--- src/rtl/uart_pkg.sv ---
// uart_pkg: register word offsets, STATUS bit positions and the shared TX/RX state encoding.
package uart_pkg;
  localparam logic [1:0] REG_CTRL = 2'd0, REG_TXDATA = 2'd1, REG_STATUS = 2'd2, REG_BAUDDIV = 2'd3;
  localparam int ST_BUSY = 0, ST_RX_VALID = 1, ST_FRAME_ERR = 2, ST_OVERRUN = 3, ST_RX_DATA = 8;
  typedef enum logic [1:0] {IDLE, START, DATA, STOP} uart_state_e;
endpackage

--- src/rtl/uart_tx.sv ---
// uart_tx: 8N1 serializer, 16 baud ticks per bit; abort forces the line idle at once.
module uart_tx
  import uart_pkg::*;
(
  input  logic       clk,
  input  logic       rst_n,
  input  logic       tick,
  input  logic       start,
  input  logic       abort,
  input  logic [7:0] tx_byte,
  output logic       txd,
  output logic       tx_busy
);
  uart_state_e state;
  logic [3:0] tcnt;
  logic [2:0] bitn;
  logic [7:0] sh;
  logic       bit_end;
  assign bit_end = tcnt == 4'hf;
  always_ff @(posedge clk or negedge rst_n)
    if (!rst_n) begin
      state <= IDLE;
      tcnt  <= '0;
      bitn  <= '0;
      sh    <= '0;
    end else if (abort) begin
      state <= IDLE;
      tcnt  <= '0;
      bitn  <= '0;
    end else if (state == IDLE) begin
      if (start) begin
        state <= START;
        sh    <= tx_byte;
        tcnt  <= '0;
        bitn  <= '0;
      end
    end else if (tick) begin
      tcnt  <= tcnt + 4'd1;
      state <= !bit_end ? state : state == START ? DATA : state == STOP ? IDLE : bitn == 3'd7 ? STOP : DATA;
      sh    <= bit_end && state == DATA ? sh >> 1 : sh;
      bitn  <= bit_end && state == DATA ? bitn + 3'd1 : bitn;
    end
  assign txd     = state == DATA ? sh[0] : state != START;
  assign tx_busy = state != IDLE;
endmodule

--- src/rtl/uart_top.sv ---
// uart_top: 4-word memory-mapped UART (CTRL, TXDATA, STATUS, BAUDDIV) with 16x baud tick.
// Define UART_RX_EN to build the receiver and its STATUS fields.
module uart_top
  import uart_pkg::*;
(
  input  logic        clk,
  input  logic        rst_n,
  input  logic        rxd,
  output logic        txd,
  input  logic        sel,
  input  logic [13:0] addr,
  input  logic [3:0]  we,
  input  logic [31:0] wdata,
  output logic [31:0] rdata
);
  logic        hit, wr_ctrl, wr_tx, wr_baud;
  logic        uart_en, en_d, start_q, tick, tx_busy;
  logic [7:0]  tx_data;
  logic [31:0] baud, cnt, status;
  logic        rx_valid, frame_err, overrun;
  logic [7:0]  rx_data;
  assign hit     = sel && addr[13:2] == 12'd0;
  assign wr_ctrl = hit && addr[1:0] == REG_CTRL && we[0];
  assign wr_tx   = hit && addr[1:0] == REG_TXDATA && we[0];
  assign wr_baud = hit && addr[1:0] == REG_BAUDDIV;
  assign en_d    = wr_ctrl ? wdata[0] : uart_en;
  // BAUDDIV of 0 or 1 both compare true on every clock
  assign tick    = uart_en && ({1'b0, cnt} + 33'd1 >= {1'b0, baud});
  always_ff @(posedge clk or negedge rst_n)
    if (!rst_n) begin
      uart_en <= 1'b0;
      tx_data <= '0;
      start_q <= 1'b0;
      baud    <= '0;
      cnt     <= '0;
    end else begin
      uart_en <= en_d;
      if (wr_tx) tx_data <= wdata[7:0];
      start_q <= wr_tx && uart_en && !tx_busy && !start_q;
      for (int i = 0; i < 4; i++)
        if (wr_baud && we[i]) baud[8*i +: 8] <= wdata[8*i +: 8];
      cnt <= !en_d || start_q || tick ? '0 : cnt + 32'd1;
    end
  uart_tx u_tx (
    .clk     (clk),
    .rst_n   (rst_n),
    .tick    (tick),
    .start   (start_q),
    .abort   (!en_d),
    .tx_byte (tx_data),
    .txd     (txd),
    .tx_busy (tx_busy)
  );
`ifdef UART_RX_EN
  logic        s1, s2, s_prev, rx_wait, wr_st, rx_load, rx_ferr;
  uart_state_e rx_state;
  logic [3:0]  rtcnt;
  logic [2:0]  rbit;
  logic [7:0]  rsh;
  assign wr_st   = hit && addr[1:0] == REG_STATUS && we[0];
  assign rx_load = en_d && tick && rx_state == STOP && rtcnt == 4'hf && s2;
  assign rx_ferr = en_d && tick && rx_state == STOP && rtcnt == 4'hf && !s2;
  always_ff @(posedge clk or negedge rst_n)
    if (!rst_n) begin
      {s1, s2, s_prev} <= 3'b111;
      rx_state <= IDLE;
      rtcnt    <= '0;
      rbit     <= '0;
      rsh      <= '0;
      rx_wait  <= 1'b0;
    end else begin
      {s1, s2, s_prev} <= {rxd, s1, s2};
      if (!en_d) begin
        rx_state <= IDLE;
        rtcnt    <= '0;
        rbit     <= '0;
        rx_wait  <= 1'b0;
      end else if (rx_state == IDLE) begin
        rx_wait <= rx_wait && !s2;
        if (!rx_wait && s_prev && !s2) begin
          rx_state <= START;
          rtcnt    <= '0;
          rbit     <= '0;
        end
      end else if (tick) begin
        rtcnt <= rx_state == START && rtcnt == 4'd7 ? 4'd0 : rtcnt + 4'd1;
        if (rx_state == START && rtcnt == 4'd7) rx_state <= s2 ? IDLE : DATA;
        if (rx_state == DATA && rtcnt == 4'hf) begin
          rsh  <= {s2, rsh[7:1]};
          rbit <= rbit + 3'd1;
          if (rbit == 3'd7) rx_state <= STOP;
        end
        if (rx_state == STOP && rtcnt == 4'hf) begin
          rx_state <= IDLE;
          rx_wait  <= !s2;
        end
      end
    end
  // a receiver set in the same cycle as a write-1-to-clear takes priority
  always_ff @(posedge clk or negedge rst_n)
    if (!rst_n) begin
      rx_valid  <= 1'b0;
      frame_err <= 1'b0;
      overrun   <= 1'b0;
      rx_data   <= '0;
    end else begin
      rx_valid  <= rx_load || (rx_valid && !(wr_st && wdata[ST_RX_VALID]));
      frame_err <= rx_ferr || (frame_err && !(wr_st && wdata[ST_FRAME_ERR]));
      overrun   <= (rx_load && rx_valid) || (overrun && !(wr_st && wdata[ST_OVERRUN]));
      rx_data   <= rx_load ? rsh : rx_data;
    end
`else
  logic unused_rxd;
  assign unused_rxd = rxd;
  assign rx_valid   = 1'b0;
  assign frame_err  = 1'b0;
  assign overrun    = 1'b0;
  assign rx_data    = '0;
`endif
  always_comb begin
    status                  = '0;
    status[ST_BUSY]         = tx_busy;
    status[ST_RX_VALID]     = rx_valid;
    status[ST_FRAME_ERR]    = frame_err;
    status[ST_OVERRUN]      = overrun;
    status[ST_RX_DATA +: 8] = rx_data;
    rdata = !hit ? '0 :
            addr[1:0] == REG_CTRL   ? {31'b0, uart_en} :
            addr[1:0] == REG_TXDATA ? {24'b0, tx_data} :
            addr[1:0] == REG_STATUS ? status : baud;
  end
endmodule

--- config.mk ---
export PLATFORM = sky130hd
export DESIGN_NAME = uart_top
export DESIGN_NICKNAME = d
export VERILOG_FILES = /design/src/rtl/uart_pkg.sv /design/src/rtl/uart_tx.sv /design/src/rtl/uart_top.sv
export SDC_FILE = /design/constraint.sdc
export NUM_CORES = 1
export LEC_CHECK = 0
export BUFFER_PORTS_ARGS = -buffer_cell sky130_fd_sc_hd__buf_2
export CAP_MARGIN = 25
export CORE_AREA = 2 2 99 101
export DETAILED_ROUTE_END_ITERATION = 10
export DIE_AREA = 0 0 101 103
export PLACE_DENSITY = 0.85
export REMOVE_ABC_BUFFERS = 1
export SLEW_MARGIN = 20
export SYNTH_ARGS = -nofsm -noshare
export SYNTH_HDL_FRONTEND = slang
export SYNTH_HIERARCHICAL = 1
export SYNTH_SLANG_ARGS = --single-unit
--- constraint.sdc ---
create_clock -name clk -period 10.15 [get_ports clk]
set_clock_uncertainty 0.1 [all_clocks]
set_input_delay 1.015 -clock clk [delete_from_list [all_inputs] [get_ports clk]]
set_output_delay 1.015 -clock clk [all_outputs]
set_load 0.01 [all_outputs]
# After elaboration in Yosys (flattened, before gate mapping)

Cells that the tools add are included.
W data, S select, Z words.

Reductions and logical operators: 30
Mux-type cells: 28
Magnitude comparators: 1
Eq/ne operators: 14
Add/subtract/negate cells: 4

Operators by type and width:

| kind                    | count |
|---|---|
| $mux W32                | 5 |
| $add A32 B1 Y33 const B | 1 |
| $ge A33 B32 Y1          | 1 |
| $add A32 B1 Y32 const B | 1 |
| $mux W8                 | 4 |
| $mux W4                 | 4 |
| $logic_and A1 B1 Y1     | 15 |
| $mux W3                 | 5 |
| $mux W2                 | 7 |
| $logic_not A12 Y1       | 1 |
| $ne A3 B1 Y1 const B    | 3 |
| $eq A2 B2 Y1 const B    | 4 |
| $reduce_and A3 Y1       | 2 |
| $reduce_bool A2 Y1      | 3 |
| $add A4 B1 Y4 const B   | 1 |
| $eq A2 B1 Y1 const B    | 2 |
| $eq A4 B4 Y1 const B    | 1 |
| $logic_not A2 Y1        | 2 |
| $reduce_and A4 Y1       | 1 |
| $add A3 B1 Y3 const B   | 1 |
| $eq A3 B3 Y1 const B    | 1 |
| $logic_not A1 Y1        | 3 |
| $mux W1                 | 3 |
| $ne A3 B3 Y1 const B    | 1 |
| 4 further kinds         | 5 |

Logic and storage cells: 89
Output and inout port bits: 33
Register bits: 91

# Longest topological paths before layout

Depth after elaboration: 9
Gate-level depth with buffers: 18
Gate-level depth less buffers: 16

# By module

The synthesis kept the hierarchy.

Modules (own cells, without submodules):

| module   | area an instance (um2) | cells each | sequential area each (um2) | times used |
|---|---|---|---|---|
| uart_top | 4451.8                 | 444        | 1851.8                     | 1 |
| uart_tx  | 1228.7                 | 125        | 425.4                      | 1 |

# Worst setup path after synthesis

Ideal clock, no wire load.

Kind: flip-flop to flip-flop
From: register cnt[0]
To: register u_tx.tcnt[0]
Buffers on the path: 2
Cell stages (with the launch flop): 19
Arrival: 3.774 ns
Setup slack: 6.151 ns
Path through: dfrtp_1 -> ha_1 -> nand3_1 -> nor3_4 -> nand2_2 -> nor4_1 -> xor2_1 -> ha_1 -> nand4_1 -> nor4_1 -> nand4_1 -> o21ai_0 -> nor3_1 -> a41oi_4 -> buf_4 -> mux2i_4 -> and2_4 -> buf_6 -> mux2_2

Cells in the longest elaborated chain, start to end: 5

RTL lines:

| item                               | RTL line       | source |
|---|---|---|
| start: declaration                 | uart_top.sv:19 | `logic [31:0] baud, cnt, status;` |
| start signal: assignment           | uart_top.sv:42 | `cnt <= !en_d \|\| start_q \|\| tick ? '0 : cnt + 32'd1;` |
| $add A32 B1 Y33                    | uart_top.sv:28 | `assign tick = uart_en && ({1'b0, cnt} + 33'd1 >= {1'b0, baud});` |
| $ge A33 B32 Y1                     | uart_top.sv:28 |  |
| $logic_and A1 B1 Y1                | uart_top.sv:28 |  |
| net tick                           | uart_top.sv:17 | `logic uart_en, en_d, start_q, tick, tx_busy;` |
| $ne A3 B1 Y1 (no source line)      | n/a            |  |
| $reduce_and A2 Y1 (no source line) | n/a            |  |
| end signal: assignment             | uart_tx.sv:38  | `tcnt <= tcnt + 4'd1;` |
| end: declaration                   | uart_tx.sv:15  | `logic [3:0] tcnt;` |

The timed path passes the listed nets, and every way through them passes these cells.
A chain may end at the register's enable or synchronous reset.

# Worst setup path after layout

From: register cnt[0]
To: register u_tx.sh[5]

Cells in the longest elaborated chain, start to end: 5

RTL lines:

| item                                | RTL line       | source |
|---|---|---|
| $add A32 B1 Y33                     | uart_top.sv:28 |  |
| $ge A33 B32 Y1                      | uart_top.sv:28 |  |
| $logic_and A1 B1 Y1                 | uart_top.sv:28 |  |
| $reduce_bool A2 Y1 (no source line) | n/a            |  |
| $reduce_and A4 Y1 (no source line)  | n/a            |  |
| end signal: assignment              | uart_tx.sv:33  | `sh <= tx_byte;` |
| end signal: assignment              | uart_tx.sv:40  | `sh <= bit_end && state == DATA ? sh >> 1 : sh;` |
| end: declaration                    | uart_tx.sv:17  | `logic [7:0] sh;` |

No other way between the ends.

==> reports/metrics.csv <==
stage;metric;value;unit
outcome;run status;complete, no violations;
yosys;number of enable-type register cells in the synthesized netlist;0;
min_path;type of the worst min-delay path;reg2reg;
sta;final hold viol count;0;
floorplanning;initial core utilization;60.1;%
sta;final-layout setup total negative slack;0;ps
yosys;ranking of synthesized cells by instance count;sky130_fd_sc_hd__dfrtp_1 (91), sky130_fd_sc_hd__nor3_1 (50), sky130_fd_sc_hd__inv_1 (46);
grt;aggregate global-route resource usage;27.4;%
cts;Inserted Clock Buffers;9;
routing;antenna viol nets, final;0;
placed_design;input/output buffers;85;
floorplanning;Die X;101;microns
placed_design;final weighted congestion of routability-driven global placement;0.865;
setup_path;register-to-register path setup slack;5200;ps
sta;setup violation total in the final timing report;0;
routing;number of detailed-routing iterations run before antenna repair;5;
routing;number of design-rule violations left by the first detailed-router iteration;244;
floorplanning;boundary pin count;87;
floorplanning;die outline area;0.0104;sq mm
layout;relative area change from synthesis to final layout;11.6;%
sta;final setup margin;5200;ps
power;pwr/cell area;97.1;mW/mm^2
floorplanning;core outline area;0.00946;sq mm
job;MaxCap Viol Count;0;
yosys;number of flip-flops and latches in the synthesized netlist;91;
yosys;dominant register cell in the synthesized netlist;sky130_fd_sc_hd__dfrtp_1;
layout;number of antenna cells inserted;0;
grt;first-pass GRT wire length;22200;microns
routing;total wire length;13500;microns
cts;clock-pin transition on the worst setup and hold timing paths;90;ps
layout;fraction of layout cells with a size suffix above 1;25.4;%
yosys;sequential share of the synthesized area;40.1;%
routing;via count of the routed design;4683;
placed_design;Place WS;5500;ps
sta;fin crit share;48.8;%
grt;number of antenna violations at the first check in global routing;0;
sta;RSZ-0062 raised after global routing;false;
min_path;hold wc startpoint;baud[8];
min_path;cell depth of the worst hold path;1;
layout;area of the multi-input gates;0.00310;sq mm
routing;remaining design rule violation count;0;
yosys;cells taking the most area after synthesis;sky130_fd_sc_hd__dfrtp_1 (40%), sky130_fd_sc_hd__ha_1 (8.8%), sky130_fd_sc_hd__mux2_2 (7.3%), sky130_fd_sc_hd__nor3_1 (4.4%), sky130_fd_sc_hd__inv_1 (3.0%);
min_path;Min-Delay Endpoint;baud[8];
cts;TritonCTS clock tree;yes;
cts;number of sinks on the clock net;91;
yosys;share of synthesized flip-flops with an asynchronous set or reset;100;%
grt;total gr overflow;0;
power;maximum resistive drop on vdd;0.0879;mV
setup_path;start of the worst register-to-register path;cnt[0];
yosys;Post-Synthesis Cells;569;
yosys;number of warnings printed during yosys synthesis;6;
sta;Final Slew Violations;0;
yosys;fraction of post-synthesis cell area in the top cell type by area;40.1;%
cts;number of post-CTS setup repair buffers;0;
sta;slew at the pin with the worst max-slew slack;1050;ps
cts;clock insertion delay at the later pin of the skew report;370;ps
setup_path;type of destination of the critical path;register;
floorplanning;number of placement rows;36;
grt;vias in the first global route;4670;
setup_path;cell depth of the worst flop-to-flop path;14;
layout;fin cells;768;
cts;library cell used as clock root buffer;sky130_fd_sc_hd__clkbuf_8;
cts;number of hold-repair buffers added at the cts stage;0;
setup_path;worst endpoint data arrival time;5070;ps
yosys;area leader, netlist;sky130_fd_sc_hd__dfrtp_1;
cts;CTS max path bufs;2;
setup_path;category of the worst setup path launch point;register;
sta;clock period minus worst slack;4950;ps
setup_path;Critical Path RT;10270;ps
yosys;library cells used by synthesis;59;
power;Static Leakage;0.00311;uW
setup_path;Worst Setup Path Type;reg2reg;
yosys;mean post-synth cell area;9.98;sq um
cts;cells resized by post-CTS repair;0;
routing;detail-routed via count per cell;6.10;
setup_path;largest fanout of any net on the critical path;9;
grt;maximum number of pins on one net before global-route repair;66;
sta;worst max-slew margin expressed relative to the limit;30.1;%
layout;count of filler cells inserted in the layout;712;
cts;total number of H-tree levels;3;
layout;sequential cell area;0.00228;sq mm
sta;highest attainable clock frequency;202;MHz
yosys;most repeated cell in the gate-level netlist after synthesis;sky130_fd_sc_hd__dfrtp_1;
placed_design;hpwl dp;9790;microns
yosys;Synth Cell Area;0.00568;sq mm
placed_design;placed cell count;752;
setup_path;Reg-to-Reg End;u_tx/sh[5];
floorplanning;die height;103;microns
layout;Final nets;743;
routing;routed length per placed instance;17.6;microns
layer usage:
layer  global-route usage, %  wire (microns)  vias up
met5                       0               0        -
met4                    11.5             279        0
met3                    4.34             744       28
met2                    46.2            6850      166
met1                    35.5            5640     2304
li1                        -               -     2185
worst max-delay path, stage by stage, from the launching register on:
cell and delay (ps):
sky130_fd_sc_hd__dfrtp_1 490, sky130_fd_sc_hd__ha_1 270, sky130_fd_sc_hd__nand3_1 190, sky130_fd_sc_hd__nor3_4 310, sky130_fd_sc_hd__nand2_2 170, sky130_fd_sc_hd__nor4_1 390, sky130_fd_sc_hd__xor2_1 160, sky130_fd_sc_hd__ha_1 330
sky130_fd_sc_hd__nand4_1 180, sky130_fd_sc_hd__nor4_1 700, sky130_fd_sc_hd__o31ai_1 290, sky130_fd_sc_hd__a41oi_4 400, sky130_fd_sc_hd__mux2i_4 180, sky130_fd_sc_hd__nor2_1 470, sky130_fd_sc_hd__a211oi_1 160
through the flow:
stage | hold WS, ps | instance area [sq um] | utilization, % | power, uW
2_1_floorplan | 364 | 5550 | - | 373
3_5_place_dp | 387 | 6160 | 65.1 | 393
3_3_place_gp | 376 | 6160 | 65.1 | 392
4_1_cts | 414 | 6340 | 67.0 | 619
6_report | 408 | 6340 | 67.0 | 616
5_1_grt | 428 | 6340 | 67.0 | 638
flip-flops by register name, summed over array words and instances (netlist names):
signal and flops:
baud 32, cnt 32, start_q 1, tx_data 8
u_tx/bitn 3, u_tx/sh 8, u_tx/state 2, u_tx/tcnt 4
uart_en 1
cell type report:
type | count | share of cell area, %
clock buffers | 12 | 2.45
repair buffers | 90 | 7.34
clock inverters | 4 | 0.395
well taps | 114 | 2.25
inverters | 47 | 2.78
flip-flops and latches | 91 | 35.9
multi-input cells | 410 | 48.9
cell usage in the layout (no fill, tap or decap), drive strengths merged, types with 2 or more instances in the layout:
cell      instances
nand3            22
and3              6
nor3             52
a21oi             9
and4              2
a22o              5
a211oi           12
nand4bb           2
xnor2            18
clkinvlp          2
nand2b            8
nand4            22
clkinv            3
nor4              4
dfrtp            91
ha               40
or4bb             5
mux2             41
nor2             45
nand2            43
inv              46
and2              4
o21ai             7
clkbuf           12
nor3b            10
o221ai            7
a21o              3
nor4b             3
a22oi             2
xor2             12
buf              90
mux2i            12
worst max path at each step:
stage               cells after the start   start      endpoint
finish                                 14  cnt[0]    u_tx/sh[5]
global route                           16  cnt[0]    u_tx/sh[1]
CTS                                    14  cnt[0]    u_tx/sh[5]
detailed placement                     14  cnt[0]    u_tx/sh[5]
global placement                       14  cnt[0]    u_tx/sh[1]
floorplan                              14  cnt[0]  u_tx/tcnt[0]
cell families after synthesis:
kind of cell | count (synthesis) | synth area share (%)
AOI/OAI and AO/OA | 54 | 7.45
xor gates and xnor gates | 30 | 4.63
adders and majority gates | 40 | 8.81
buffers and inverters | 68 | 5.37
DFF | 91 | 40.1
muxes | 54 | 10.9
and+or+nand+nor | 232 | 22.8
where the power goes:
part	internal (uW)	switching, uW
Combinational	8.88	14.2
Sequential	362	0.0781
Clock	102	129
Total	473	143
Power figures use the tool's default switching activity.
